<file path="src/rtl/pe_pkg.sv">
// pe_pkg: shared definitions for the three-line priority encoder front end.
//   NUM_REQ            number of request channels
//   CODE_NONE..CODE_T3 2-bit encoder codes, returned by the consumer as ack_code
//   req_vec_t          one bit per request channel
//   code_to_mask()     maps an encoder code to a one-hot channel mask
package pe_pkg;

  localparam int NUM_REQ = 3;

  localparam logic [1:0] CODE_NONE = 2'b00;
  localparam logic [1:0] CODE_T1   = 2'b01;
  localparam logic [1:0] CODE_T2   = 2'b10;
  localparam logic [1:0] CODE_T3   = 2'b11;

  typedef logic [NUM_REQ-1:0] req_vec_t;

  // CODE_NONE selects no channel, so an ack carrying it is harmless.
  function automatic req_vec_t code_to_mask(input logic [1:0] code);
    req_vec_t mask;
    case (code)
      CODE_T1: mask = 3'b001;
      CODE_T2: mask = 3'b010;
      CODE_T3: mask = 3'b100;
      default: mask = 3'b000;
    endcase
    return mask;
  endfunction

endpackage

</file>
<file path="src/rtl/req_capture3_if.sv">
// req_capture3_if: request/acknowledge bundle between the request sources and
// consumer (master) and the capture stage (slave).
//   raw_req  [2:0] raw asynchronous request lines (bit 0 -> t1 ... bit 2 -> t3)
//   ack            one-cycle acknowledge strobe
//   ack_code [1:0] encoder code of the channel being acknowledged
//   ovf_clr        clears all overflow flags
//   t1,t2,t3       pending flags towards the encoder
//   ovf      [2:0] sticky per-channel overflow
interface req_capture3_if;
  import pe_pkg::*;

  req_vec_t   raw_req;
  logic       ack;
  logic [1:0] ack_code;
  logic       ovf_clr;
  logic       t1;
  logic       t2;
  logic       t3;
  req_vec_t   ovf;

  modport master (
    output raw_req, ack, ack_code, ovf_clr,
    input  t1, t2, t3, ovf
  );

  modport slave (
    input  raw_req, ack, ack_code, ovf_clr,
    output t1, t2, t3, ovf
  );

endinterface

</file>
<file path="src/rtl/req_debounce.sv">
// req_debounce: one request channel -- 2-FF synchroniser followed by a
// counter-based debouncer.
//   clk, rst  clock and asynchronous active-high reset
//   i_raw     raw asynchronous request line
//   o_rise    debounced rising-edge accept event (combinational, valid in the
//             cycle before the edge at which the debounced value goes high)
//   o_db      current debounced level
module req_debounce #(
  parameter int DB_CYCLES = 4,
  parameter int CNT_W     = 3
) (
  input  logic clk,
  input  logic rst,
  input  logic i_raw,
  output logic o_rise,
  output logic o_db
);

  // Terminal count: the synchronised value has differed from db for
  // DB_CYCLES consecutive edges once this is reached.
  localparam logic [CNT_W-1:0] CNT_MAX = CNT_W'(DB_CYCLES - 1);

  logic             r_s1;
  logic             r_s2;
  logic             r_db;
  logic [CNT_W-1:0] r_cnt;

  logic w_diff;
  logic w_hit;

  assign w_diff = r_s2 ^ r_db;
  assign w_hit  = (r_cnt == CNT_MAX);

  // Synchroniser, debounced level and run-length counter.
  always_ff @(posedge clk or posedge rst) begin
    if (rst) begin
      r_s1  <= 1'b0;
      r_s2  <= 1'b0;
      r_db  <= 1'b0;
      r_cnt <= '0;
    end else begin
      r_s1 <= i_raw;
      r_s2 <= r_s1;
      if (!w_diff) begin
        // Agreement with db discards any partial run, which is what rejects glitches.
        r_cnt <= '0;
      end else if (w_hit) begin
        r_db  <= r_s2;
        r_cnt <= '0;
      end else begin
        r_cnt <= r_cnt + CNT_W'(1);
      end
    end
  end

  // Accept event lines up with the edge at which db is about to rise.
  assign o_rise = r_s2 & ~r_db & w_hit;
  assign o_db   = r_db;

endmodule

</file>
<file path="src/rtl/req_capture3.sv">
// req_capture3: capture stage for the three-line priority encoder. Each raw
// request is synchronised and debounced; every debounced rising edge sets a
// sticky pending flag (t1..t3) that stays up until the consumer acknowledges
// it with the matching encoder code. A request accepted while its flag is
// still pending, and not being cleared in that cycle, sets the channel's
// sticky overflow bit.
//   clk, rst  clock and asynchronous active-high reset
//   bus       req_capture3_if slave: raw_req, ack, ack_code, ovf_clr in;
//             t1, t2, t3, ovf out (all outputs driven straight from flops)
module req_capture3
  import pe_pkg::*;
#(
  parameter int DB_CYCLES = 4,
  parameter int CNT_W     = 3
) (
  input  logic           clk,
  input  logic           rst,
  req_capture3_if.slave  bus
);

  req_vec_t w_rise;
  req_vec_t w_db;
  req_vec_t w_clr;
  req_vec_t w_ovf_set;
  req_vec_t r_pend;
  req_vec_t r_ovf;

  for (genvar g = 0; g < NUM_REQ; g++) begin : g_ch
    req_debounce #(
      .DB_CYCLES (DB_CYCLES),
      .CNT_W     (CNT_W)
    ) u_debounce (
      .clk    (clk),
      .rst    (rst),
      .i_raw  (bus.raw_req[g]),
      .o_rise (w_rise[g]),
      .o_db   (w_db[g])
    );
  end

  // Channel selected for clearing this cycle; nothing unless ack is strobed.
  always_comb begin
    w_clr = 3'b000;
    if (bus.ack) begin
      w_clr = code_to_mask(bus.ack_code);
    end else begin
      w_clr = 3'b000;
    end
  end

  // A second request only counts as lost if the first one is not being
  // serviced in the same cycle.
  assign w_ovf_set = w_rise & r_pend & ~w_clr;

  // Pending flags (set beats clear) and sticky overflow (set beats ovf_clr).
  always_ff @(posedge clk or posedge rst) begin
    if (rst) begin
      r_pend <= 3'b000;
      r_ovf  <= 3'b000;
    end else begin
      r_pend <= (r_pend & ~w_clr) | w_rise;
      if (bus.ovf_clr) begin
        r_ovf <= w_ovf_set;
      end else begin
        r_ovf <= r_ovf | w_ovf_set;
      end
    end
  end

  assign bus.t1  = r_pend[0];
  assign bus.t2  = r_pend[1];
  assign bus.t3  = r_pend[2];
  assign bus.ovf = r_ovf;

endmodule
</file>
<file path="src/flat_wrapper.sv">
// flat-port wrapper written by rule: the top's interface ports become plain ports
module req_capture3_flat import pe_pkg::*;
#(
  parameter int DB_CYCLES = 4,
  parameter int CNT_W     = 3
)
  (clk, rst, bus_raw_req, bus_ack, bus_ack_code, bus_ovf_clr, bus_t1, bus_t2, bus_t3, bus_ovf);
  req_capture3_if bus_i ();
  input  logic clk;
  input  logic rst;
  input wire logic [$bits(bus_i.raw_req)-1:0] bus_raw_req;
  input wire logic [$bits(bus_i.ack)-1:0] bus_ack;
  input wire logic [$bits(bus_i.ack_code)-1:0] bus_ack_code;
  input wire logic [$bits(bus_i.ovf_clr)-1:0] bus_ovf_clr;
  output wire logic [$bits(bus_i.t1)-1:0] bus_t1;
  output wire logic [$bits(bus_i.t2)-1:0] bus_t2;
  output wire logic [$bits(bus_i.t3)-1:0] bus_t3;
  output wire logic [$bits(bus_i.ovf)-1:0] bus_ovf;
  assign bus_i.raw_req = bus_raw_req;
  assign bus_i.ack = bus_ack;
  assign bus_i.ack_code = bus_ack_code;
  assign bus_i.ovf_clr = bus_ovf_clr;
  assign bus_t1 = bus_i.t1;
  assign bus_t2 = bus_i.t2;
  assign bus_t3 = bus_i.t3;
  assign bus_ovf = bus_i.ovf;
  req_capture3 #(.DB_CYCLES(DB_CYCLES), .CNT_W(CNT_W)) u_core (.clk(clk), .rst(rst), .bus(bus_i));
endmodule
</file>
<file path="config.mk">
export PLATFORM = sky130hd
export DESIGN_NAME = req_capture3_flat
export DESIGN_NICKNAME = d
export VERILOG_FILES = /design/src/rtl/pe_pkg.sv /design/src/rtl/req_capture3_if.sv /design/src/rtl/req_debounce.sv /design/src/rtl/req_capture3.sv /design/src/flat_wrapper.sv
export SDC_FILE = /design/constraint.sdc
export NUM_CORES = 1
export LEC_CHECK = 0
export ABC_AREA = 1
export CAP_MARGIN = 20
export CORE_MARGIN = 2
export CORE_UTILIZATION = 40
export DETAILED_ROUTE_END_ITERATION = 10
export GPL_ROUTABILITY_DRIVEN = 0
export SYNTH_ARGS = -nofsm -noshare
export SYNTH_HDL_FRONTEND = slang
export SYNTH_HIERARCHICAL = 1
export SYNTH_SLANG_ARGS = --single-unit
</file>
<file path="constraint.sdc">
create_clock -name clk -period 1.1 [get_ports clk]
set_input_delay 0.22 -clock clk [delete_from_list [all_inputs] [get_ports clk]]
set_output_delay 0.22 -clock clk [all_outputs]
set_load 0.02 [all_outputs]
</file>
Yosys cells after proc, flatten, opt, wreduce, memory -nomap -nowiden
Cells that the tools add are included.
{"block": "totals", "reg_bits": 24, "latch_bits": 0, "ramBits": 0, "mem_bits_ro": 0, "input_bits": 9, "out_inout_bits": 6, "word_cells": 53, "mem_count": 0}
{"block": "op_classes", "n_addsub": 3, "mul": 0, "div": 0, "magnitude_cmp": 0, "eq_ne": 6, "shift": 0, "mux": 9, "n_bitwise": 18, "reduce_logical": 3}
{"op": "$mux 3", "n": 8}
{"op": "$add 3x1->3 const B", "n": 3}
{"op": "$and 3x3->3", "n": 3}
{"op": "$eq 3x2->1 const B", "n": 3}
{"op": "$pmux 3 s3", "n": 1}
{"op": "$and 1x1->1", "n": 6}
{"op": "$or 3x3->3", "n": 2}
{"op": "$reduce_and 2->1", "n": 3}
{"op": "$eq 2x2->1 const B", "n": 2}
{"op": "$not 1->1", "n": 3}
{"op": "$not 3->3", "n": 1}
{"op": "$xor 1x1->1", "n": 3}
{"op": "$eq 2x1->1 const B", "n": 1}

Depth between registers and ports, before layout
Gate-level depths: netlist (run 1).
{"block": "logic_depth", "depth_word": 7, "depth_mapped": 8, "depth_no_buf": 8}

Modules after synthesis
Netlist (run 1), hierarchy kept.
{"mod": "req_debounce at u_core.g_ch[1].u_debounce ...", "instances": 2, "cells_each": 24, "area_each_um2": 245.2, "seq_area_each_um2": 150.1}
{"mod": "req_capture3", "instances": 1, "cells_each": 37, "area_each_um2": 270.3, "seq_area_each_um2": 150.1}
{"mod": "req_debounce at u_core.g_ch[0].u_debounce", "instances": 1, "cells_each": 23, "area_each_um2": 247.7, "seq_area_each_um2": 150.1}

Worst setup path after synthesis (run 1)
No wires, ideal clock.
{"block": "synth_path", "path_kind": "reg-to-reg", "startpoint": "reg u_core.g_ch[0].u_debounce.r_cnt[0]", "endpoint": "reg u_core.r_ovf[0], in the netlist u_core/bus.ovf[0]", "setup_time_ns": 0.116, "t_arrival_ns": 0.973, "t_required_ns": 0.984, "path_slack_ns": 0.011, "path_stages_with_launch": 7, "n_path_buf": 0, "synth_period_minus_slack_ns": 1.089, "cell_sequence": "dfrtp_1 ha_1 and3_1 nand2_1 inv_1 nand2_1 nand2_1"}
{"block": "synth_between", "elab_chain_len": 6}
{"item": "start: declaration", "line_no": "req_debounce.sv:26", "rtl": "logic [CNT_W-1:0] r_cnt;"}
{"item": "start signal: assignment", "line_no": "req_debounce.sv:51", "rtl": "r_cnt <= r_cnt + CNT_W'(1);"}
{"item": "$eq 3x2->1 (*)", "line_no": "req_debounce.sv:32", "rtl": "assign w_hit = (r_cnt == CNT_MAX);"}
{"item": "$and 1x1->1 (*)", "line_no": "req_debounce.sv:57", "rtl": "assign o_rise = r_s2 & ~r_db & w_hit;"}
{"item": "named net u_core.w_rise[0]", "line_no": "req_capture3.sv:21", "rtl": "req_vec_t w_rise;"}
{"item": "$and 3x3->3 (*) (2 in series)", "line_no": "req_capture3.sv:53", "rtl": "assign w_ovf_set = w_rise & r_pend & ~w_clr;"}
{"item": "$or 3x3->3", "line_no": "req_capture3.sv:65", "rtl": "r_ovf <= r_ovf | w_ovf_set;"}
{"item": "$mux 3 (*)", "line_no": "req_capture3.sv:62", "rtl": "if (bus.ovf_clr) begin"}
{"item": "end signal: assignment", "line_no": "req_capture3.sv:63", "rtl": "r_ovf <= w_ovf_set;"}
{"item": "end signal: assignment", "line_no": "req_capture3.sv:65"}
{"item": "end: declaration", "line_no": "req_capture3.sv:26", "rtl": "req_vec_t r_ovf;"}
Mark *: on every way through the listed nets, which the timed path passes. The rest lies on a longest branch.
A chain may end at the register's enable or synchronous reset.

Worst setup path after layout (run 1)
{"block": "layout_path", "startpoint": "reg u_core.r_pend[0]", "endpoint": "out bus_t1"}
{"item": "start: declaration", "line_no": "req_capture3.sv:25", "rtl": "req_vec_t r_pend;"}
{"item": "start signal: assignment", "line_no": "req_capture3.sv:61", "rtl": "r_pend <= (r_pend & ~w_clr) | w_rise;"}
{"item": "end: declaration", "line_no": "flat_wrapper.sv:15", "rtl": "output wire logic [$bits(bus_i.t1)-1:0] bus_t1;"}
No word-level cell between the ends.

==> results.rst, run 1 <==
.. list-table::
   :header-rows: 1

   * - Metric
     - Value
   * - Setup skew after layout
     - 0.00581 ns
   * - Maximum number of pins on one net before global-route repair
     - 14
   * - Buffer levels on the longest clock path
     - 2
   * - Mapped Nets
     - 123
   * - Fraction of power spent switching nets
     - 31.4%
   * - Slew at the pin closest to its max-slew limit
     - 0.234 ns
   * - Clock power frac
     - 15.7%
   * - Row count
     - 18
   * - RSZ-0062 raised after global routing
     - true
   * - Total I/O pin count
     - 15
   * - Main combinational cell family by area after synthesis
     - simple AND/OR/NAND/NOR gates
   * - Kind of start point of the critical path
     - flop
   * - Total number of clock tree sinks
     - 24
   * - Post-Synth Adder-Cell Area
     - 7.44%
   * - Total length of routed wires
     - 1640 um
   * - Synth top cells by count
     - nand2_1, dfrtp_1, inv_1
   * - Largest voltage drop on the vdd net
     - 0.00113 V
   * - Reg power frac
     - 42.7%
   * - Power density normalized to cell area
     - 2010 mW/mm^2
   * - Top cell family by delay on the critical path
     - flip-flops
   * - Clock transition time at the flip-flop clock pins of the worst setup and hold paths
     - 0.12 ns
   * - Share of cells above drive strength 1
     - 30.0%
   * - Post-synthesis cell count
     - 108
   * - Die outline height
     - 54.2 um
   * - Number of CTS-inserted buffers
     - 3
   * - Number of diodes
     - 0
   * - Xor and xnor area share after synthesis
     - 0%
   * - Final hold violation count
     - 0
   * - Vias in the first global route
     - 668
   * - Initial Util
     - 41.5%
   * - Share of the clock period used by the worst path after layout
     - 97.0%
   * - First-pass GRT wire length
     - 2540 um
   * - Area leader, netlist
     - dfrtp_1
   * - Main area contributors after synthesis
     - dfrtp_1, nand2_1, inv_1, ha_1, nand3_1
   * - Area growth, synth to finish
     - 37.3%
   * - Worst path cell trace
     - buf_6
   * - PortBufs
     - 14
   * - Floorplan Core Area
     - 0.00243 mm^2
   * - Fraction of the mapped netlist area in compound gates
     - 0%
   * - Die area
     - 0.00294 mm^2
   * - Fin nets
     - 156
   * - Maximum clock rate
     - 937 MHz
   * - Cell area after technology mapping
     - 0.00101 mm^2
   * - Number of synthesized flops with an enable pin
     - 0
   * - CTS Root Buffer Type
     - clkbuf_4
   * - Static power due to leakage
     - 0.747 nW
   * - Final design instance area without fill
     - 0.00139 mm^2
   * - Most common cell in the synthesized netlist
     - nand2_1
   * - Worst hold-check path type
     - in -> async
   * - Largest stage delay on the critical path
     - 0.41 ns
   * - Fraction of the yosys area taken by sequential cells
     - 59.6%
   * - Area share of the largest cell type after synthesis
     - 59.6%
   * - Post-place instance area
     - 0.00124 mm^2
   * - Highest-delay cell along the critical path
     - dfrtp_1
   * - H-tree depth reported by CTS
     - 1
   * - Antenna violations before repair
     - 0
   * - Internal portion of total power
     - 1.91 mW
   * - Required time reported for the critical path endpoint
     - 0.88 ns
   * - Number of DRC markers in iteration 0
     - 6
   * - Count of vias placed by the detailed router
     - 755
   * - Combinational share of power
     - 41.6%
   * - Detailed-route wire length per cell
     - 9.64 um
   * - Multiplexer fraction of the synthesized cell area
     - 0%
   * - Crit end category
     - output port
   * - Post-layout total power
     - 2.79 mW
   * - Path type of the worst setup path
     - reg -> out
   * - Estimated wirelength of the detail-placed design
     - 1250 um
   * - Clk Latency, worst-skew pair
     - 0.30 ns
   * - Count of pins over their slew limit
     - 0
   * - Arrival time reported for the critical path endpoint
     - 0.85 ns
   * - GR met3 Demand/Resource
     - 2.73%
   * - DRC errors left
     - 0
   * - Post-Synth Simple-Gate Area
     - 23.0%
   * - Final setup violation count
     - 0
   * - Layer with the highest usage
     - met2
   * - Antenna-violating nets left
     - 0
   * - Count of max-cap constraint violations
     - 0
   * - Unique masters post-synth
     - 13
   * - Status
     - finished clean
   * - Grt met2 use
     - 21.7%
   * - Ys Warns
     - 6
   * - Buffers and inverters on the worst path
     - 1
   * - Critical path fanouts, max
     - 2
   * - Top FF cell, synth
     - dfrtp_1
   * - Overall routing resource usage
     - 12.4%
   * - Die boundary width
     - 54.2 um
   * - Number of vias per cell after detailed routing
     - 4.44
   * - DR pass1 iterations
     - 4
   * - Remaining max-slew budget at the tightest pin
     - 84.4%
   * - Avg Synthesized Cell Area
     - 9.34 um^2
   * - Switching Power
     - 0.876 mW
   * - CTS tree
     - done
   * - Async S/R FF share, synth
     - 100%
   * - Hold-fix buffer count after cts
     - 0
   * - Grt total ovfl
     - 0
   * - Register bit total from synthesis
     - 24
   * - Global Route met1 Usage
     - 13.5%
   * - Min cycle time layout
     - 1.07 ns
kinds of logic after synthesis:
group / count (synthesis)
simple gates: 51
buf+inv: 27
flops: 24
fa+ha+maj: 6
layer usage:
metal / vias up / part of all wire (%)
li1: 388 / -
met1: 349 / 43
met2: 16 / 51
met3: 2 / 4.7
met4: 0 / 1.2
met5: - / 0
what timing repair did:
action,CTS,global route
setup endpoints to repair,10,13
pin swaps,0,1
hold endpoints to repair,0,0
gates resized for setup,29,16
setup buffers,0,7
flip-flops by register name (all words and copies together), names as in the netlist:
signal and count:
u_core/g_ch.u_debounce/r_s2 3, u_core/g_ch.u_debounce/o_db 3, u_core/g_ch.u_debounce/r_cnt 9, u_core/bus.ovf 3, u_core/r_pend 3, u_core/g_ch.u_debounce/r_s1 3
final timing paths:
kind	start	endpoint	slack, ns	cells past startpoint
max	u_core/r_pend[0]	bus_t1	0.03	1
min	rst	u_core/bus.ovf[2]	0.20	2
max reg2reg	u_core/g_ch[1].u_debounce/o_db	u_core/g_ch[1].u_debounce/o_db	0.05	6
min reg2reg	u_core/g_ch[1].u_debounce/r_s1	u_core/g_ch[1].u_debounce/r_s2	0.36	0
max in group asynchronous	rst	u_core/g_ch[2].u_debounce/r_cnt[1]	0.70	2
min in group clk	bus_raw_req[0]	u_core/g_ch[0].u_debounce/r_s1	0.34	1
per-stage QoR:
stage	instances	setup TNS [ns]	setup slack (ns)	utilization [%]	hold slack [ns]
final	170	0	0.0332	56.9	0.204
after global routing	170	-0.0765	-0.0192	56.9	0.219
after CTS	163	0	0.00497	52.3	0.201
after detailed placement	159	-0.284	-0.0461	50.9	0.337
after global placement	159	-0.222	-0.0401	50.9	0.335
after floorplan	108	0	0.0111	-	0.0110
placed cells by master (no fill, tap or decap), drive strengths merged:
master         count
ha                 6
dfrtp             24
inv               27
nor2               8
clkbuf             4
nand3              6
nor3               4
clkdlybuf4s50      8
nand2             29
buf               20
nand4              3
and3               1
power groups by stage:
stage          clock network (mW)  logic (mW)  registers, mW
2_1_floorplan                   0       0.446           1.27
3_3_place_gp                    0       0.875           1.19
3_5_place_dp                    0       0.909           1.20
4_1_cts                     0.470       0.926           1.18
5_1_grt                     0.508        1.30           1.21
6_report                    0.439        1.16           1.19
final cells by class:
type	instances	area [um^2]
Fill cell	220	1050
Sequential cell	24	601
Multi-Input combinational cell	57	357
Timing Repair Buffer	28	253
Inverter	27	101
Tap cell	30	37.5
Clock buffer	4	36.3
No activity file was read; power rests on OpenSTA's default activity.
==> run 2: changes to the inputs <==
--- a/config.mk
+++ b/config.mk
@@ -13,5 +13,4 @@
 export GPL_ROUTABILITY_DRIVEN = 0
 export SYNTH_ARGS = -nofsm -noshare
 export SYNTH_HDL_FRONTEND = slang
-export SYNTH_HIERARCHICAL = 1
 export SYNTH_SLANG_ARGS = --single-unit
==> run 2 against run 1 <==
Power is 2.4% lower. Synthesized cell count is 16% lower. Non-clock buffer count shrank 11. Register-to-register slack gained 0.02 ns. Combinational power shrank 22%. Sequential cell count unchanged. Count of clock-buffer cells in the layout fell by 1. Clock power up 42%. Design area fell by 8.9%. Fmax down 2.1%. Via count down 13%. Wire length decreased by 8.5%. Largest power group unchanged.
==> results.rst, run 2 <==
.. list-table::
   :header-rows: 1

   * - Metric
     - Value
   * - Vias in the first global route
     - 652 (was 668)
   * - Worst path cell trace
     - buf_6 (unchanged)
   * - Total I/O pin count
     - 15 (unchanged)
   * - Xor and xnor area share after synthesis
     - 0% (unchanged)
   * - Top cell family by delay on the critical path
     - flip-flops (unchanged)
   * - Number of vias per cell after detailed routing
     - 4.68 (was 4.44)
   * - Top FF cell, synth
     - dfrtp_1 (unchanged)
   * - Estimated wirelength of the detail-placed design
     - 1110 um (was 1250 um)
   * - Main area contributors after synthesis
     - dfrtp_1, ha_1, inv_1, nand2_1, nand3_1 (was dfrtp_1, nand2_1, inv_1, ha_1, nand3_1)
   * - Static power due to leakage
     - 0.625 nW (was 0.747 nW)
   * - Die outline height
     - 52.6 um (was 54.2 um)
   * - Ys Warns
     - 0 (was 6)
   * - Number of synthesized flops with an enable pin
     - 0 (unchanged)
   * - Kind of start point of the critical path
     - flop (unchanged)
   * - Total number of clock tree sinks
     - 24 (unchanged)
   * - Power density normalized to cell area
     - 2160 mW/mm^2 (was 2010 mW/mm^2)
   * - Post-placement cell count
     - 136 (was 159)
   * - Clock transition time at the flip-flop clock pins of the worst setup and hold paths
     - 0.12 ns (about the same)
   * - Floorplan Core Area
     - 0.00221 mm^2 (was 0.00243 mm^2)
   * - PortBufs
     - 14 (unchanged)
   * - Grt total ovfl
     - 0 (unchanged)
   * - Count of pins over their slew limit
     - 0 (unchanged)
   * - Area leader, netlist
     - dfrtp_1 (unchanged)
   * - Die boundary width
     - 52.6 um (was 54.2 um)
   * - Number of CTS-inserted buffers
     - 3 (unchanged)
   * - Mapped Nets
     - 106 (was 123)
   * - Highest-delay cell along the critical path
     - dfrtp_1 (unchanged)
   * - Post-layout total power
     - 2.72 mW (was 2.79 mW)
   * - Overall routing resource usage
     - 13.0% (was 12.4%)
   * - RSZ-0062 raised after global routing
     - true (unchanged)
   * - Arrival time reported for the critical path endpoint
     - 0.87 ns (was 0.85 ns)
   * - Count of max-cap constraint violations
     - 0 (unchanged)
   * - Cell area after technology mapping
     - 943 um^2 (was 0.00101 mm^2)
   * - Avg Synthesized Cell Area
     - 10.4 um^2 (was 9.34 um^2)
   * - Min cycle time layout
     - 1.09 ns (was 1.07 ns)
   * - Non-Filler Instances
     - 140 (was 170)
   * - Required time reported for the critical path endpoint
     - 0.88 ns (about the same)
   * - Number of DRC markers in iteration 0
     - 6 (unchanged)
   * - Most common library cell in the layout ignoring fill and taps
     - dfrtp_1 (was nand2_1)
   * - Buffers and inverters on the worst path
     - 1 (unchanged)
   * - Post-CTS setup buffer count
     - 0 (unchanged)
   * - Initial Util
     - 42.6% (was 41.5%)
   * - CTS Root Buffer Type
     - clkbuf_4 (unchanged)
   * - Unique masters post-synth
     - 13 (unchanged)
   * - Highest-count cells in the layout ignoring fill and taps
     - dfrtp_1, inv_1, nand2_1, clkdlybuf4s50_1, nor2_1 (was nand2_1, dfrtp_1, inv_1, buf_4, clkdlybuf4s50_1)
   * - Fraction of the yosys area taken by sequential cells
     - 63.7% (was 59.6%)
   * - DR pass1 iterations
     - 4 (unchanged)
   * - DRC errors left
     - 0 (unchanged)
   * - Register bit total from synthesis
     - 24 (unchanged)
   * - Crit end category
     - output port (unchanged)
   * - Row count
     - 17 (was 18)
   * - Largest voltage drop on the vdd net
     - 0.000972 V (was 0.00113 V)
   * - Share of cells above drive strength 1
     - 22.3% (was 30.0%)
   * - Maximum number of pins on one net before global-route repair
     - 25 (was 14)
   * - Number of diodes
     - 0 (unchanged)
   * - Count of vias placed by the detailed router
     - 655 (was 755)
   * - Path type of the worst setup path
     - reg -> out (unchanged)
   * - Slew at the pin closest to its max-slew limit
     - 0.158 ns (was 0.234 ns)
   * - Clk Latency, worst-skew pair
     - 0.31 ns (was 0.30 ns)
   * - Share of the clock period used by the worst path after layout
     - 99.1% (was 97.0%)
   * - Critical path fanouts, max
     - 2 (unchanged)
   * - Main combinational cell family by area after synthesis
     - simple AND/OR/NAND/NOR gates (unchanged)
   * - Worst hold-check path type
     - in -> async (unchanged)
   * - Fin nets
     - 128 (was 156)
   * - Antenna violations before repair
     - 0 (unchanged)
   * - Fraction of the mapped netlist area in compound gates
     - 4.11% (was 0%)
   * - Area share of the largest cell type after synthesis
     - 63.7% (was 59.6%)
   * - Largest stage delay on the critical path
     - 0.42 ns (was 0.41 ns)
   * - Buffer levels on the longest clock path
     - 2 (unchanged)
   * - CTS tree
     - done (unchanged)
   * - Detailed-route wire length per cell
     - 10.7 um (was 9.64 um)
   * - Async S/R FF share, synth
     - 100% (unchanged)
   * - Most common cell in the synthesized netlist
     - dfrtp_1 (was nand2_1)
   * - Die area
     - 0.00276 mm^2 (was 0.00294 mm^2)
   * - Post-Synth Simple-Gate Area
     - 16.7% (was 23.0%)
   * - Maximum clock rate
     - 918 MHz (was 937 MHz)
   * - Post-Synth Adder-Cell Area
     - 7.96% (was 7.44%)
   * - Status
     - finished clean (unchanged)
   * - Register containing the most flip-flops in the final layout
     - u_core.g_ch.u_debounce.r_cnt (was u_core/g_ch.u_debounce/r_cnt)
   * - Area growth, synth to finish
     - 33.7% (was 37.3%)
   * - Synth top cells by count
     - dfrtp_1, inv_1, nand2_1 (was nand2_1, dfrtp_1, inv_1)
   * - Total length of routed wires
     - 1500 um (was 1640 um)
   * - First-pass GRT wire length
     - 2570 um (was 2540 um)
   * - Final hold violation count
     - 0 (unchanged)
   * - Multiplexer fraction of the synthesized cell area
     - 0% (unchanged)
   * - Remaining max-slew budget at the tightest pin
     - 89.4% (was 84.4%)
   * - Antenna-violating nets left
     - 0 (unchanged)
   * - Post-synthesis cell count
     - 91 (was 108)
   * - Setup skew after layout
     - 0.00305 ns (was 0.00581 ns)
   * - Final setup violation count
     - 0 (unchanged)
   * - Hold-fix buffer count after cts
     - 0 (unchanged)
   * - H-tree depth reported by CTS
     - 1 (unchanged)
   * - Flip-flop count of the largest register after layout
     - 9 (unchanged)
-- run 2: repair_timing --
| action | in CTS | in global routing |
|---|---|---|
| endpoints found under the setup margin | 6 | 11 |
| pin swaps | 0 | 1 |
| hold endpoints to repair | 0 | 0 |
| resized for setup | 24 | 19 |
-- run 2: area by class of cell --
type | count | area (um^2)
fillers | 188 | 951
flip-flops and latches | 24 | 601
multi-input cells | 48 | 319
repair buffers | 17 | 183
inverters | 19 | 71.3
well taps | 28 | 35.0
clock inverters | 1 | 30.0
clock buffers | 3 | 22.5
-- run 2: through the flow --
step           utilization (%)  setup WS [ns]  TNS [ns]  hold slack (ns)  cell area (um^2)
6_report                  57.0         0.0101         0            0.208              1260
5_1_grt                   57.0        -0.0407    -0.189            0.200              1260
4_1_cts                   53.2        0.00213         0            0.222              1180
3_5_place_dp              52.1        -0.0580    -0.363            0.343              1150
3_3_place_gp              52.1        -0.0430    -0.273            0.332              1150
2_1_floorplan                -          0.101         0            0.235               943
-- run 2: worst register-to-register path, delay by kind of cell, from the launching register on --
| family | cells | cell delay, ns |
|---|---|---|
| simple gates | 3 | 0.19 |
| compound gates | 1 | 0.08 |
| flops | 1 | 0.41 |
| fa+ha+maj | 1 | 0.23 |
-- run 2: worst paths after layout --
| check | from | end | slack [ns] | cells past startpoint |
|---|---|---|---|---|
| min | rst | u_core.g_ch[0].u_debounce.r_cnt[1] | 0.21 | 3 |
| min reg2reg | u_core.g_ch[2].u_debounce.r_s1 | u_core.g_ch[2].u_debounce.r_s2 | 0.37 | 0 |
| max reg2reg | u_core.g_ch[1].u_debounce.r_cnt[0] | u_core.g_ch[1].u_debounce.o_db | 0.07 | 5 |
| min in group clk | bus_raw_req[2] | u_core.g_ch[2].u_debounce.r_s1 | 0.33 | 1 |
| max in group asynchronous | rst | u_core.g_ch[1].u_debounce.r_cnt[0] | 0.75 | 3 |
| max | u_core.bus.ovf[0] | bus_ovf[0] | 0.01 | 1 |
-- run 2: logic make-up (layout without fill, tap and decap cells) --
logic type	count (synthesis)	in the layout
AO/OA/AOI/OAI	7	7
adder cells (fa/ha/maj)	6	6
buffers and inverters	19	40
flip-flops	24	24
AND/OR/NAND/NOR	35	35
-- run 2: layer usage --
| layer | share of wire [%] | vias to the layer above | GRT usage, % |
|---|---|---|---|
| met3 | 4.3 | 5 | 2.86 |
| met2 | 49 | 17 | 22.7 |
| met4 | 2.5 | 0 | 7.69 |
| met5 | 0 | - | 0 |
| li1 | - | 323 | - |
| met1 | 44 | 310 | 14.2 |
-- run 2: report_power, final --
part	switching (mW)	internal [mW]	leakage (nW)
registers	0.106	1.09	0.309
logic	0.462	0.443	0.288
clock network	0.253	0.369	0.0279
total	0.822	1.90	0.625
==> run 3: changes to the inputs <==
--- a/config.mk
+++ b/config.mk
@@ -5,7 +5,6 @@
 export SDC_FILE = /design/constraint.sdc
 export NUM_CORES = 1
 export LEC_CHECK = 0
-export ABC_AREA = 1
 export CAP_MARGIN = 20
 export CORE_MARGIN = 2
 export CORE_UTILIZATION = 40
==> run 3 against run 2 <==
The run now ends with setup timing left. Design area up 19%. Sequential cell count unchanged. Combinational power grew 61%. Critical path type is now reg -> reg. Synthesized area is 1.6% higher.
==> results.rst, run 3 <==
.. list-table::
   :header-rows: 1

   * - Metric
     - Value
   * - Worst hold-check path type
     - in -> async (unchanged)
   * - Register bit total from synthesis
     - 24 (unchanged)
   * - Die outline height
     - 53.0 um (was 52.6 um)
   * - PortBufs
     - 14 (unchanged)
   * - Number of CTS-inserted buffers
     - 3 (unchanged)
   * - Clk Latency, worst-skew pair
     - 0.33 ns (was 0.31 ns)
   * - Area share of the largest cell type after synthesis
     - 62.7% (was 63.7%)
   * - Initial Util
     - 42.9% (was 42.6%)
   * - Static power due to leakage
     - 0.700 nW (was 0.625 nW)
   * - Overall routing resource usage
     - 14.5% (was 13.0%)
   * - Slew at the pin closest to its max-slew limit
     - 0.217 ns (was 0.158 ns)
   * - Async S/R FF share, synth
     - 100% (unchanged)
   * - Crit end category
     - flop (was output port)
   * - Total number of clock tree sinks
     - 24 (unchanged)
   * - Maximum number of pins on one net before global-route repair
     - 25 (unchanged)
   * - R2r setup slk
     - -0.24 ns (was 0.07 ns)
   * - Most common library cell in the layout ignoring fill and taps
     - dfrtp_1 (unchanged)
   * - Number of vias per cell after detailed routing
     - 4.83 (was 4.68)
   * - Hold-fix buffer count after cts
     - 0 (unchanged)
   * - Detailed-route wire length per cell
     - 13.4 um (was 10.7 um)
   * - Count of vias placed by the detailed router
     - 642 (was 655)
   * - Die area
     - 0.00280 mm^2 (was 0.00276 mm^2)
   * - Worst Hold Slack
     - 0.207 ns (was 0.208 ns)
   * - Total I/O pin count
     - 15 (unchanged)
   * - Internal portion of total power
     - 2.37 mW (was 1.90 mW)
   * - Power density normalized to cell area
     - 2230 mW/mm^2 (was 2160 mW/mm^2)
   * - Share of the clock period used by the worst path after layout
     - 121% (was 99.1%)
   * - Main area contributors after synthesis
     - dfrtp_1, ha_1, mux2_4, nor3b_1, nor3b_2 (was dfrtp_1, ha_1, inv_1, nand2_1, nand3_1)
   * - Largest voltage drop on the vdd net
     - 0.00135 V (was 0.000972 V)
   * - Flip-flop count of the largest register after layout
     - 9 (unchanged)
   * - DR pass1 iterations
     - 4 (unchanged)
   * - Floorplan Core Area
     - 0.00223 mm^2 (was 0.00221 mm^2)
   * - Violated checks
     - setup timing
   * - Antenna violations before repair
     - 0 (unchanged)
   * - Most common cell in the synthesized netlist
     - dfrtp_1 (unchanged)
   * - Number of cells traversed by the worst register-to-register path
     - 3 (was 5)
   * - Cell area after technology mapping
     - 958 um^2 (was 943 um^2)
   * - Post-synthesis cell count
     - 66 (was 91)
   * - Grt total ovfl
     - 0 (unchanged)
   * - CTS Root Buffer Type
     - clkbuf_4 (unchanged)
   * - Post-placement cell count
     - 119 (was 136)
   * - Post-place instance area
     - 0.00127 mm^2 (was 0.00115 mm^2)
   * - Antenna-violating nets left
     - 0 (unchanged)
   * - Clock power frac
     - 19.1% (was 22.9%)
   * - Status
     - complete, but fails checks (was finished clean)
   * - CTS tree
     - done (unchanged)
   * - Total length of routed wires
     - 1780 um (was 1500 um)
   * - Maximum clock rate
     - 748 MHz (was 918 MHz)
   * - Area growth, synth to finish
     - 56.8% (was 33.7%)
   * - Count of max-cap constraint violations
     - 0 (unchanged)
   * - RSZ-0062 raised after global routing
     - true (unchanged)
   * - Estimated wirelength of the detail-placed design
     - 1140 um (was 1110 um)
   * - Number of DRC markers in iteration 0
     - 7 (was 6)
   * - Switching Power
     - 0.971 mW (was 0.822 mW)
   * - Row count
     - 17 (unchanged)
   * - Fraction of power spent switching nets
     - 29.0% (was 30.2%)
   * - Share of cells above drive strength 1
     - 53.3% (was 22.3%)
   * - Register containing the most flip-flops in the final layout
     - u_core.g_ch.u_debounce.r_cnt (unchanged)
   * - Fin nets
     - 121 (was 128)
   * - Mapped Nets
     - 81 (was 106)
   * - Final design instance area without fill
     - 0.00150 mm^2 (was 0.00126 mm^2)
   * - H-tree depth reported by CTS
     - 1 (unchanged)
   * - Arrival time reported for the critical path endpoint
     - 1.57 ns (was 0.87 ns)
   * - Path type of the worst setup path
     - reg -> reg (was reg -> out)
   * - Vias in the first global route
     - 648 (was 652)
   * - Post-route core utilization
     - 67.3% (was 57.0%)
   * - Final setup violation count
     - 5 (was 0)
   * - Area leader, netlist
     - dfrtp_1 (unchanged)
   * - Buffer levels on the longest clock path
     - 2 (unchanged)
   * - DRC errors left
     - 0 (unchanged)
   * - Top FF cell, synth
     - dfrtp_1 (unchanged)
   * - Reg power frac
     - 37.2% (was 43.8%)
   * - Number of synthesized flops with an enable pin
     - 0 (unchanged)
   * - Synth top cells by count
     - dfrtp_1, ha_1, inv_1 (was dfrtp_1, inv_1, nand2_1)
   * - Kind of start point of the critical path
     - flop (unchanged)
   * - Unique masters post-synth
     - 17 (was 13)
   * - Count of pins over their slew limit
     - 0 (unchanged)
   * - Reg-to-reg startpoint
     - u_core.g_ch[0].u_debounce.r_s2 (was u_core.g_ch[1].u_debounce.r_cnt[0])
   * - Fraction of the yosys area taken by sequential cells
     - 62.7% (was 63.7%)
   * - Fin worst setup slack
     - -0.236 ns (was 0.0101 ns)
   * - Critical path fanouts, max
     - 2 (unchanged)
   * - Setup skew after layout
     - 0.0117 ns (was 0.00305 ns)
   * - First-pass GRT wire length
     - 2790 um (was 2570 um)
   * - Combinational share of power
     - 43.7% (was 33.3%)
   * - Die boundary width
     - 53.0 um (was 52.6 um)
   * - Required time reported for the critical path endpoint
     - 1.33 ns (was 0.88 ns)
   * - Ys Warns
     - 0 (unchanged)
   * - Number of diodes
     - 0 (unchanged)
   * - Min cycle time layout
     - 1.34 ns (was 1.09 ns)
   * - Highest-count cells in the layout ignoring fill and taps
     - dfrtp_1, buf_4, clkdlybuf4s50_1, buf_6 (was dfrtp_1, inv_1, nand2_1, clkdlybuf4s50_1, nor2_1)
   * - Avg Synthesized Cell Area
     - 14.5 um^2 (was 10.4 um^2)
   * - Remaining max-slew budget at the tightest pin
     - 85.5% (was 89.4%)
   * - Worst reg2reg path endpoint
     - u_core.g_ch[0].u_debounce.o_db (was u_core.g_ch[1].u_debounce.o_db)
   * - Final hold violation count
     - 0 (unchanged)
   * - Clock transition time at the flip-flop clock pins of the worst setup and hold paths
     - 0.14 ns (was 0.12 ns)
   * - Non-Filler Instances
     - 133 (was 140)
run 3: stage by stage:
| stage | power [mW] | setup TNS (ns) | worst slack (ns) |
|---|---|---|---|
| after detailed placement | 2.28 | -1.20 | -0.234 |
| after global placement | 2.23 | -1.02 | -0.170 |
| after floorplan | 1.82 | -0.435 | -0.151 |
| final | 3.34 | -0.665 | -0.236 |
| after global routing | 3.55 | -1.00 | -0.259 |
| after CTS | 3.09 | -0.636 | -0.214 |
run 3: kinds of logic (layout without fill, tap and decap cells):
logic type | Yosys count | in the layout | synth area share (%)
flops | 24 | 24 | 62.7
simple gates | 21 | 21 | 17.0
fa+ha+maj | 6 | 6 | 7.83
compound gates | 6 | 6 | 5.48
buf+inv | 6 | 45 | 2.35
mux | 3 | 3 | 4.70
run 3: area by class of cell:
class,count,area [um^2]
flip-flops and latches,24,601
repair buffers,35,325
clock buffers,3,22.5
inverters,6,22.5
multi-input cells,36,467
fillers,170,731
well taps,28,35.0
clock inverters,1,30.0
run 3: how the worst max path moves through the flow:
stage                                              start                             end  slack, ns  cells past startpoint
final                     u_core.g_ch[0].u_debounce.r_s2  u_core.g_ch[0].u_debounce.o_db      -0.24                      3
after global placement    u_core.g_ch[2].u_debounce.o_db  u_core.g_ch[2].u_debounce.o_db      -0.17                      4
after floorplan           u_core.g_ch[0].u_debounce.o_db  u_core.g_ch[0].u_debounce.o_db      -0.15                      4
after global routing      u_core.g_ch[0].u_debounce.r_s2  u_core.g_ch[0].u_debounce.o_db      -0.26                      3
after CTS                 u_core.g_ch[0].u_debounce.r_s2  u_core.g_ch[0].u_debounce.o_db      -0.21                      3
after detailed placement  u_core.g_ch[0].u_debounce.o_db  u_core.g_ch[0].u_debounce.o_db      -0.23                      4
run 3: critical path, cell delays in order, from the launching register on:
cell and delay (ns):
dfrtp_1 0.43, ha_4 0.27, nor3b_4 0.22, mux2_4 0.32
run 3: power groups by stage:
stage	combinational (mW)	clock, mW	sequential, mW
4_1_cts	1.21	0.660	1.21
5_1_grt	1.59	0.693	1.27
3_3_place_gp	1.01	0	1.22
3_5_place_dp	1.06	0	1.22
6_report	1.46	0.638	1.24
2_1_floorplan	0.538	0	1.29
run 3: layer usage:
metal  track usage [%]  wire [um]
met3              3.39         64
met4              7.69         36
met1              16.1        733
met5                 0          0
met2              25.4        950
run 3: timing repair:
item / CTS / global route
buffers inserted: 5 / 5
setup endpoints to repair: 15 / 20
gates resized for setup: 39 / 17
pin swaps: 6 / 8
==> edit (config.mk and constraints of run 2) <==
`CNT_W` is set to 3 in 3 places; all go to 4.
--- a/src/rtl/req_debounce.sv
+++ b/src/rtl/req_debounce.sv
@@ -7,7 +7,7 @@
 //   o_db      current debounced level
 module req_debounce #(
   parameter int DB_CYCLES = 4,
-  parameter int CNT_W     = 3
+  parameter int CNT_W     = 4
 ) (
   input  logic clk,
   input  logic rst,
--- a/src/rtl/req_capture3.sv
+++ b/src/rtl/req_capture3.sv
@@ -11,7 +11,7 @@
   import pe_pkg::*;
 #(
   parameter int DB_CYCLES = 4,
-  parameter int CNT_W     = 3
+  parameter int CNT_W     = 4
 ) (
   input  logic           clk,
   input  logic           rst,
--- a/src/flat_wrapper.sv
+++ b/src/flat_wrapper.sv
@@ -2,7 +2,7 @@
 module req_capture3_flat import pe_pkg::*;
 #(
   parameter int DB_CYCLES = 4,
-  parameter int CNT_W     = 3
+  parameter int CNT_W     = 4
 )
   (clk, rst, bus_raw_req, bus_ack, bus_ack_code, bus_ovf_clr, bus_t1, bus_t2, bus_t3, bus_ovf);
   req_capture3_if bus_i ();
Behaviour: no difference found for any inputs over 10 cycles, from zero or initial values and one cycle with rst high; that may be too few to reach the edited logic, so the function may still have changed.
==> edit against run 2 <==
Sequential cell count is 3 higher. Total power is 7.1% higher. Critical path type unchanged. Synthesized area is 20% higher. Largest power group unchanged. Highest routed layer unchanged. Routed wire length is 24% higher. Worst hold slack better by 10 ps. Clock power is 32% lower. Setup slack worse by 0.86 ps. Cell area is 15% higher.
==> edit: results (changes against run 2) <==
VDD IR max=0.00119 V (was 0.000972 V); WL per Instance=11.1 um (was 10.7 um); outcome=completed (unchanged); clk_skew=7.71 ps (was 3.05 ps); largest net degree at the start of global routing=28 (was 25); fin crit period=1090 ps (about the same); final hold slack=218 ps (was 208 ps); Worst path slowest cell=dfrtp_1 (unchanged); Synth area leaders=dfrtp_1 60%, nand2_1 7.0%, ha_1 6.7% (was dfrtp_1 64%, ha_1 8.0%, inv_1 7.6%); filler cell count in the final layout=253 (was 188); via count=785 (was 655); dpl ws=-111 ps (was -58.0 ps); CTS H-tree depth=1 (unchanged); number of global-route vias before repair=772 (was 652); most instantiated cells after synthesis=27 x dfrtp_1, 21 x nand2_1, 17 x inv_1 (was 24 x dfrtp_1, 19 x inv_1, 12 x nand2_1); FF-to-FF path depth=4 (was 5); Clock Latency Late Sink=320 ps; dpl hpwl=1280 um (was 1110 um); max reg flops=12 (was 9); Layout Nets=153 (was 128); placed cells=160 (was 136); Total GRT Usage=0.128 (was 0.130); leakage power=0.696 nW (was 0.625 nW); # diodes=0 (unchanged); Critical R2R Capture=u_core.g_ch[2].u_debounce.o_db$_DFFE_PP0P_ (was u_core.g_ch[1].u_debounce.o_db$_DFFE_PP0P_); Final Non-Filler Cells=168 (was 140); clk slew on worst S/H paths=150 ps (was 120 ps); Seq/Total Area, Yosys=0.599 (was 0.637); dpl cell area=0.00134 mm2 (was 0.00115 mm2); RR Startpoint=u_core.g_ch[2].u_debounce.r_cnt[0]$_DFF_PP0_ (was u_core.g_ch[1].u_debounce.r_cnt[0]$_DFF_PP0_); 1st-iter DRT viols=19 (was 6); Yosys cell types=16 (was 13); Post-Syn Instances=113 (was 91); worst reg-to-reg setup slack=70 ps (about the same); Syn Nets=128 (was 106); Max transition margin=0.885 (was 0.894); first-pass GRT wire length=3260 um (was 2570 um); share of cells above drive strength 1=0.212 (was 0.223); crit path DAT=870 ps (about the same)
-- edit: worst register-to-register path, stage by stage (launching register included) --
cell,delay [ps]
dfrtp_1,440
ha_2,240
nand2_1,80
o21bai_1,120
nand2_1,60
-- edit: power by group --
group	total, mW	switching [mW]	internal [mW]
Sequential	1.41	0.181	1.23
Clock	0.424	0.285	0.139
Combinational	1.08	0.564	0.515
-- edit: what timing repair did --
action | 4_1_cts | 5_1_grt
buffers inserted | 1 | 3
resized for setup | 36 | 6
setup endpoints to repair | 6 | 16
pin swaps | 0 | 0
-- edit: cell families (layout without fill, tap and decap cells) --
kind of cell,count (synthesis),after routing,share of synthesized area
adders and majority gates,6,6,0.0665
xor gates and xnor gates,3,3,0.0233
buffers and inverters,17,41,0.0565
and+or+nand+nor,52,52,0.206
AOI/OAI and AO/OA,8,8,0.0488
DFF,27,27,0.599
-- edit: cell type report --
| cell class | instances | area, um2 | share of cell area |
|---|---|---|---|
| Inverter | 17 | 63.8 | 0.0442 |
| Multi-Input combinational cell | 69 | 432 | 0.299 |
| Tap cell | 31 | 38.8 | 0.0268 |
| Timing Repair Buffer | 20 | 205 | 0.142 |
| Clock inverter | 1 | 7.51 | 0.00519 |
| Sequential cell | 27 | 676 | 0.468 |
| Clock buffer | 3 | 22.5 | 0.0156 |
-- edit: layer usage --
layer,global-route usage,part of all wire,up-vias
met1,0.174,0.45,362
met4,0.0598,0.0091,0
li1,-,-,406
met2,0.204,0.50,15
met3,0.0204,0.040,2
met5,0,0,-
